## config.mk

```make
export PLATFORM = sky130hd
export DESIGN_NAME = rocket_pool_controller
export DESIGN_NICKNAME = d
export VERILOG_FILES = /design/src/rtl/rockets_pkg.sv /design/src/rtl/rocket_slot_allocator.sv /design/src/rtl/rocket_pool_controller.sv
export SDC_FILE = /design/constraint.sdc
export NUM_CORES = 1
export LEC_CHECK = 0
export CAP_MARGIN = 20
export CORE_MARGIN = 2
export CORE_UTILIZATION = 30
export DETAILED_ROUTE_END_ITERATION = 7
export PLACE_DENSITY_LB_ADDON = 0.2
export SLEW_MARGIN = 10
export SYNTH_ARGS = -nofsm -noshare
export SYNTH_HDL_FRONTEND = slang
export SYNTH_SLANG_ARGS = --single-unit
```

## constraint.sdc

```tcl
create_clock -name clk -period 4.4 [get_ports clk]
set_clock_uncertainty 0.15 [all_clocks]
set_input_delay 0.88 -clock clk [delete_from_list [all_inputs] [get_ports clk]]
set_output_delay 0.88 -clock clk [all_outputs]
set_load 0.005 [all_outputs]
```

## src/rtl/rockets_pkg.sv

```systemverilog
// Shared types and default constants for the rocket pool controller.
`default_nettype none

package rockets_pkg;

    typedef logic signed [10:0] coord_t;
    typedef logic signed [8:0]  speed_t;

    localparam speed_t      c_PLAYER_SPEED      = -9'sd128;
    localparam speed_t      c_ALIEN_SPEED       = 9'sd64;
    localparam int          c_COOLDOWN_FRAMES   = 8;
    localparam int          c_ALIEN_FIRE_PERIOD = 30;
    localparam int          c_CNT_W             = 16;

    // Fibonacci LFSR: taps 16,14,13,11 map to bits 15,13,12,10
    localparam logic [15:0] c_LFSR_SEED = 16'hACE1;
    localparam logic [15:0] c_LFSR_TAPS = 16'hB400;

    function automatic logic lfsr_feedback(input logic [15:0] state);
        return ^(state & c_LFSR_TAPS);
    endfunction

endpackage

`default_nettype wire

```

## src/rtl/rocket_slot_allocator.sv

```systemverilog
// Active-slot bitmap with lowest-free-slot selection; one launch per clock.
`default_nettype none

module rocket_slot_allocator #(
    parameter int SLOTS = 4
) (
    input  logic             clk,
    input  logic             resetN,
    input  logic             i_set,
    input  logic [SLOTS-1:0] i_clear,
    output logic [SLOTS-1:0] o_active,
    output logic             o_found,
    output logic [SLOTS-1:0] o_free_onehot
);

    logic [SLOTS-1:0] r_active;
    logic [SLOTS-1:0] w_free;
    logic [SLOTS-1:0] w_onehot;

    // Free slots come from the registered bitmap, so a launch can never hit a slot being cleared
    assign w_free   = ~r_active;
    assign w_onehot = w_free & (~w_free + SLOTS'(1));

    always_ff @(posedge clk or negedge resetN) begin
        if (!resetN) begin
            r_active <= '0;
        end else begin
            r_active <= (r_active & ~i_clear) | (i_set ? w_onehot : '0);
        end
    end

    assign o_active      = r_active;
    assign o_found       = |w_free;
    assign o_free_onehot = w_onehot;

endmodule

`default_nettype wire

```

## src/rtl/rocket_pool_controller.sv

```systemverilog
// Player/alien rocket pool: cooldown, periodic alien fire and shared launch bus.
// Optional build macro ROCKET_ALIEN_JITTER_EN adds LFSR jitter to the alien fire period.
`default_nettype none

module rocket_pool_controller
    import rockets_pkg::*;
#(
    parameter int     PLAYER_SLOTS      = 4,
    parameter int     ALIEN_SLOTS       = 4,
    parameter speed_t PLAYER_SPEED      = c_PLAYER_SPEED,
    parameter speed_t ALIEN_SPEED       = c_ALIEN_SPEED,
    parameter int     COOLDOWN_FRAMES   = c_COOLDOWN_FRAMES,
    parameter int     ALIEN_FIRE_PERIOD = c_ALIEN_FIRE_PERIOD
) (
    input  logic                    clk,
    input  logic                    resetN,
    input  logic                    startOfFrame,
    input  logic                    player1Fire,
    input  coord_t                  PlayerTLX,
    input  coord_t                  PlayerTLY,
    input  coord_t                  AlienShooterX,
    input  coord_t                  AlienShooterY,
    input  logic [PLAYER_SLOTS-1:0] playerHit,
    input  logic [PLAYER_SLOTS-1:0] playerBorder,
    input  logic [ALIEN_SLOTS-1:0]  alienRocketHit,
    input  logic [ALIEN_SLOTS-1:0]  alienBorder,
    output speed_t                  initialSpeed,
    output coord_t                  initialX,
    output coord_t                  initialY,
    output logic [PLAYER_SLOTS-1:0] isActivePlayers,
    output logic [ALIEN_SLOTS-1:0]  isActiveAliens,
    output logic                    fireDropped
);

    localparam logic [c_CNT_W-1:0] c_COOL_LOAD  = c_CNT_W'(COOLDOWN_FRAMES);
    localparam logic [c_CNT_W-1:0] c_PERIOD_M1  = c_CNT_W'(ALIEN_FIRE_PERIOD - 1);

    logic [c_CNT_W-1:0]      r_cooldown;
    logic [c_CNT_W-1:0]      r_frame_cnt;
    logic [c_CNT_W-1:0]      w_reload;
    logic                    r_alien_pending;
    logic                    r_fire_dropped;
    coord_t                  r_x;
    coord_t                  r_y;
    speed_t                  r_speed;

    logic                    w_player_found;
    logic                    w_alien_found;
    logic [PLAYER_SLOTS-1:0] w_player_onehot;
    logic [ALIEN_SLOTS-1:0]  w_alien_onehot;
    logic                    w_accept;
    logic                    w_player_launch;
    logic                    w_alien_launch;
    logic                    w_wrap;

    assign w_accept        = player1Fire && (r_cooldown == '0);
    assign w_player_launch = w_accept && w_player_found;
    // Player owns the bus on a collision; the pending alien shot simply waits a clock
    assign w_alien_launch  = r_alien_pending && w_alien_found && !w_player_launch;
    assign w_wrap          = startOfFrame && (r_frame_cnt == '0);

`ifdef ROCKET_ALIEN_JITTER_EN
    logic [15:0] r_lfsr;

    always_ff @(posedge clk or negedge resetN) begin
        if (!resetN) begin
            r_lfsr <= c_LFSR_SEED;
        end else if (startOfFrame) begin
            r_lfsr <= {r_lfsr[14:0], lfsr_feedback(r_lfsr)};
        end
    end

    assign w_reload = c_PERIOD_M1 + c_CNT_W'(r_lfsr[3:0]);
`else
    assign w_reload = c_PERIOD_M1;
`endif

    rocket_slot_allocator #(
        .SLOTS (PLAYER_SLOTS)
    ) u_player_slots (
        .clk           (clk),
        .resetN        (resetN),
        .i_set         (w_player_launch),
        .i_clear       (playerHit | playerBorder),
        .o_active      (isActivePlayers),
        .o_found       (w_player_found),
        .o_free_onehot (w_player_onehot)
    );

    rocket_slot_allocator #(
        .SLOTS (ALIEN_SLOTS)
    ) u_alien_slots (
        .clk           (clk),
        .resetN        (resetN),
        .i_set         (w_alien_launch),
        .i_clear       (alienRocketHit | alienBorder),
        .o_active      (isActiveAliens),
        .o_found       (w_alien_found),
        .o_free_onehot (w_alien_onehot)
    );

    always_ff @(posedge clk or negedge resetN) begin
        if (!resetN) begin
            r_cooldown      <= '0;
            r_frame_cnt     <= c_PERIOD_M1;
            r_alien_pending <= 1'b0;
            r_fire_dropped  <= 1'b0;
            r_x             <= '0;
            r_y             <= '0;
            r_speed         <= '0;
        end else begin
            r_fire_dropped <= w_accept && !w_player_found;

            if (w_player_launch) begin
                r_cooldown <= c_COOL_LOAD;
            end else if (startOfFrame && (r_cooldown != '0)) begin
                r_cooldown <= r_cooldown - 1'b1;
            end

            if (startOfFrame) begin
                r_frame_cnt <= w_wrap ? w_reload : r_frame_cnt - 1'b1;
            end

            // A fresh request outranks the clear of one just serviced
            if (w_wrap) begin
                r_alien_pending <= 1'b1;
            end else if (w_alien_launch) begin
                r_alien_pending <= 1'b0;
            end

            if (w_player_launch) begin
                r_x     <= PlayerTLX;
                r_y     <= PlayerTLY;
                r_speed <= PLAYER_SPEED;
            end else if (w_alien_launch) begin
                r_x     <= AlienShooterX;
                r_y     <= AlienShooterY;
                r_speed <= ALIEN_SPEED;
            end
        end
    end

    assign initialX     = r_x;
    assign initialY     = r_y;
    assign initialSpeed = r_speed;
    assign fireDropped  = r_fire_dropped;

endmodule

`default_nettype wire

```

==> parameters.txt <==
Parameter                              Value

Finish
  Final core occ ... between 40 and 50%
  Number of antenna cells inserted ... 0
  Post-synthesis to final-layout area growth ... 39.79%
  Total area of multi-input combinational cells ... 0.001667 mm^2
  Register Area ... 0.001657 mm^2
  Proportion of layout cells with a drive suffix above 1 ... 18.23%
  NumNets Final ... 469
  Final std cell area, no fill ... 0.004840 mm^2
  Layout fillers ... 1111

STA
  Final setup TNS ... 0 ns
  Final count of pins violating max slew ... 0
  Post-route worst setup slack ... 1.442 ns
  Final critical-path required period ... 2.958 ns
  Transition time at the pin with the least slew margin ... 1.053 ns
  Final setup violation count ... 0
  Hold violation count in the final report ... 0
  Setup repair after global routing missed its margin ... false
  Period utilization ... 67.23%
  Max Fclk ... roughly 340 MHz
  Worst relative slew slack ... between 20% and 30%

Worst setup path
  Crit. End Element ... register
  Worst Reg-to-Reg Cells ... 4
  Critical path data required time ... 4.47 ns
  Crit Reg-Reg Endpoint ... initialY[0]
  Worst reg2reg setup slack ... 2.01 ns
  Critical path buffer and inverter count ... 1
  Startpoint of the worst-slack reg-to-reg timing path ... u_alien_slots.o_active[0]
  Highest-delay cell along the critical path ... sky130_fd_sc_hd__clkdlybuf4s50_1
  Class of the most critical setup path ... input pin to register
  Top delay family on crit path ... simple AND/OR/NAND/NOR gates
  Startpoint type of the worst setup path ... input pin
  Worst EP arrival ... 3.03 ns
  Largest stage delay, worst path ... 0.70 ns
  Largest fanout on the critical path ... 13
  Cells traversed along the worst timing path ... clkdlybuf4s50_1 > nor4b_2 > nand4b_1 > o31a_1 > o21a_1

Clock tree
  Clock-pin slew reported for the worst setup and hold paths after clock tree synthesis ... approximately 0.060 ns
  Number of clock sinks seen by CTS ... 66
  Root Driver ... sky130_fd_sc_hd__clkbuf_16
  # resized after CTS ... 0
  Post-CTS setup-driven buffer insertion count ... 0
  Clk_lat worst skew ... ~0.33 ns
  H-tree levels ... 3
  CTS Hold Bufs ... 0
  CTS tree ... done
  Num CTS Buffers ... 9
  Largest buffer count on any clock path ... 2

GRT
  Pin count of the biggest net entering global routing ... 35
  First-pass GRT wire length ... between 10000 and 15000 um
  Vias in the first global route ... 2680
  Combined global-route utilization of all metal layers ... 13.29%
  Total overflow reported by the global router ... 0
  Number of antenna violations at the first check in global routing ... 0

Drt
  Remaining antenna violation count after routing ... 0
  Per-cell routed wire length ... 14.49 um
  DR vias ... 2625
  Total wire length ... 7957 um
  Violation count after the first detailed-routing iteration ... 103
  Count of TritonRoute iterations in the first routing pass ... 4
  Residual DRC count ... 0
  Via-per-instance ratio ... around 4.8

Place
  Final HPWL from detailed placement ... 5583 um
  Pre-CTS WS ... 1.109 ns
  Number of buffer cells added on primary ports ... 97
  Area post-placement ... ~0.0045 mm^2
  Global placement routability congestion ... 0.7672

Logic synthesis
  Average instance area after synthesis ... 11.31 um^2
  Leading cell types by count after synthesis ... sky130_fd_sc_hd__dfrtp_1, sky130_fd_sc_hd__nor2_1, sky130_fd_sc_hd__mux2_2
  Synth top area share ... 44.81%
  Unique cell type count in the Yosys netlist ... 52
  Most frequent cell after synthesis ... sky130_fd_sc_hd__dfrtp_1
  Register bit total from synthesis ... 66
  Top area cells in the synthesized netlist ... sky130_fd_sc_hd__dfrtp_1, sky130_fd_sc_hd__mux2_4, sky130_fd_sc_hd__mux2_2
  Synth Instances ... about 310
  Async S/R FF share, synth ... 100.0%
  Post-synthesis cell type with the largest combined area ... sky130_fd_sc_hd__dfrtp_1
  Register area share after synthesis ... between 40 and 50%
  Yosys warning count ... 0
  Number of enable-type register cells in the synthesized netlist ... 0
  Synth Flop Type ... sky130_fd_sc_hd__dfrtp_1
  Synth Cell Area ... 0.003462 mm^2

Floorplanning
  Effective utilization at floorplan ... 30.58%
  Number of placement rows ... 39
  Area of the die ... 0.01242 mm^2
  Core region area ... approximately 0.011 mm^2
  Io pins ... around 100
  Die Height ... roughly 110 um
  Width of the die ... 111.4 um

Power and ir drop
  Leakage Power ... 2.098 nW
  Ratio of total power to cell area ... 568.4 mW/mm^2
  Total power draw ... approximately 0.0028 W
  Worst vdd ir ... 0.2136 mV

Status
  Run status ... complete, no violations

Min path
  Endpoint of the worst hold-timing path ... r_cooldown[13]
  Hold Path Origin ... r_cooldown[13]
  Cell count of the worst hold path ... 1
  Worst hold-check path type ... register to register

Job
  Total of max-cap violations ... 0
## stage by stage
step | instances | hold slack (ns)
detailed placement | 533 | 0.3191
finish | 549 | 0.3292
CTS | 549 | 0.3314
global placement | 533 | 0.3155
global route | 549 | 0.3611
floorplan | 311 | 0.2965
## cell type report
cell class | count | area share [%]
Tap cell | 143 | 3.697
Sequential cell | 66 | 34.23
Timing Repair Buffer | 99 | 20.27
Clock inverter | 7 | 2.094
Clock buffer | 9 | 4.654
Inverter | 8 | 0.6205
Multi-Input combinational cell | 217 | 34.44
## registers in the layout (all words and copies together) (netlist names)
name                     count
fireDropped                  1
r_cooldown                  16
u_player_slots.o_active      4
r_frame_cnt                 16
initialY                    11
initialX                    11
r_alien_pending              1
u_alien_slots.o_active       4
initialSpeed                 2
## routing by layer
metal	global-route usage [%]	vias to the layer above	share of wire (%)
li1	-	1269	-
met1	18.36	1288	49
met2	20.28	64	45
met3	3.865	4	4.8
met4	4.033	0	0.74
met5	0	-	0
## worst reg2reg max path, stage by stage, from the launching register on
cell and delay, ns:
sky130_fd_sc_hd__dfrtp_1 0.45, sky130_fd_sc_hd__nand4_1 0.18, sky130_fd_sc_hd__nand2_1 0.80, sky130_fd_sc_hd__mux2_2 0.44, sky130_fd_sc_hd__mux2_4 0.26
## kinds of logic (layout without fill, tap and decap cells)
family / Yosys count / in the layout / synth area share (%)
other cells: 1 / 6 / 0.1083
simple gates: 112 / 112 / 18.07
flops: 66 / 66 / 47.85
buf+inv: 28 / 123 / 4.553
fa+ha+maj: 4 / 4 / 1.446
mux: 45 / 45 / 17.02
xor+xnor: 22 / 22 / 5.566
compound gates: 28 / 28 / 5.385
## cell usage in the layout (no fill, tap or decap), drive strengths merged, types with 2 or more instances in the layout
master | Yosys | layout
clkdlybuf4s50 | 0 | 96
dfrtp | 62 | 62
mux2 | 45 | 45
nor2 | 28 | 28
nand2 | 19 | 19
xnor2 | 14 | 14
inv | 8 | 10
nor4 | 9 | 9
nand3 | 9 | 9
clkbuf | 6 | 9
nand4 | 9 | 9
xor2 | 8 | 8
nor3 | 8 | 8
o21ai | 7 | 7
conb | 1 | 6
nor2b | 5 | 5
a21oi | 4 | 4
ha | 4 | 4
dfstp | 4 | 4
nor3b | 3 | 3
o31ai | 3 | 3
nand3b | 3 | 3
o211ai | 3 | 3
buf | 14 | 3
and3 | 2 | 2
and4b | 2 | 2
a22o | 2 | 2
or3 | 2 | 2
and4 | 2 | 2
nand4b | 2 | 2
a21boi | 2 | 2
bufinv | 0 | 2
nor4b | 2 | 2
clkinv | 0 | 2
## report_power, final
group / switching [W] / internal (W) / leakage [nW] / total, W
Sequential: 0.000204 / 0.000852 / 0.815 / 0.00106
Clock: 0.000282 / 0.000502 / 0.158 / 0.000784
Combinational: 0.000323 / 0.000588 / 1.13 / 0.000911
## worst max-delay path by stage
stage	depth (start not counted)	end	startpoint	slack (ns)
after detailed placement	5	r_frame_cnt[13]	startOfFrame	1.11
after global routing	5	r_frame_cnt[13]	startOfFrame	1.35
after global placement	5	r_frame_cnt[13]	startOfFrame	1.21
final	5	r_frame_cnt[13]	startOfFrame	1.44
after CTS	5	r_frame_cnt[13]	startOfFrame	1.47
after floorplan	5	r_cooldown[13]	startOfFrame	2.10
Note: power is estimated with default switching activity, not from simulation.
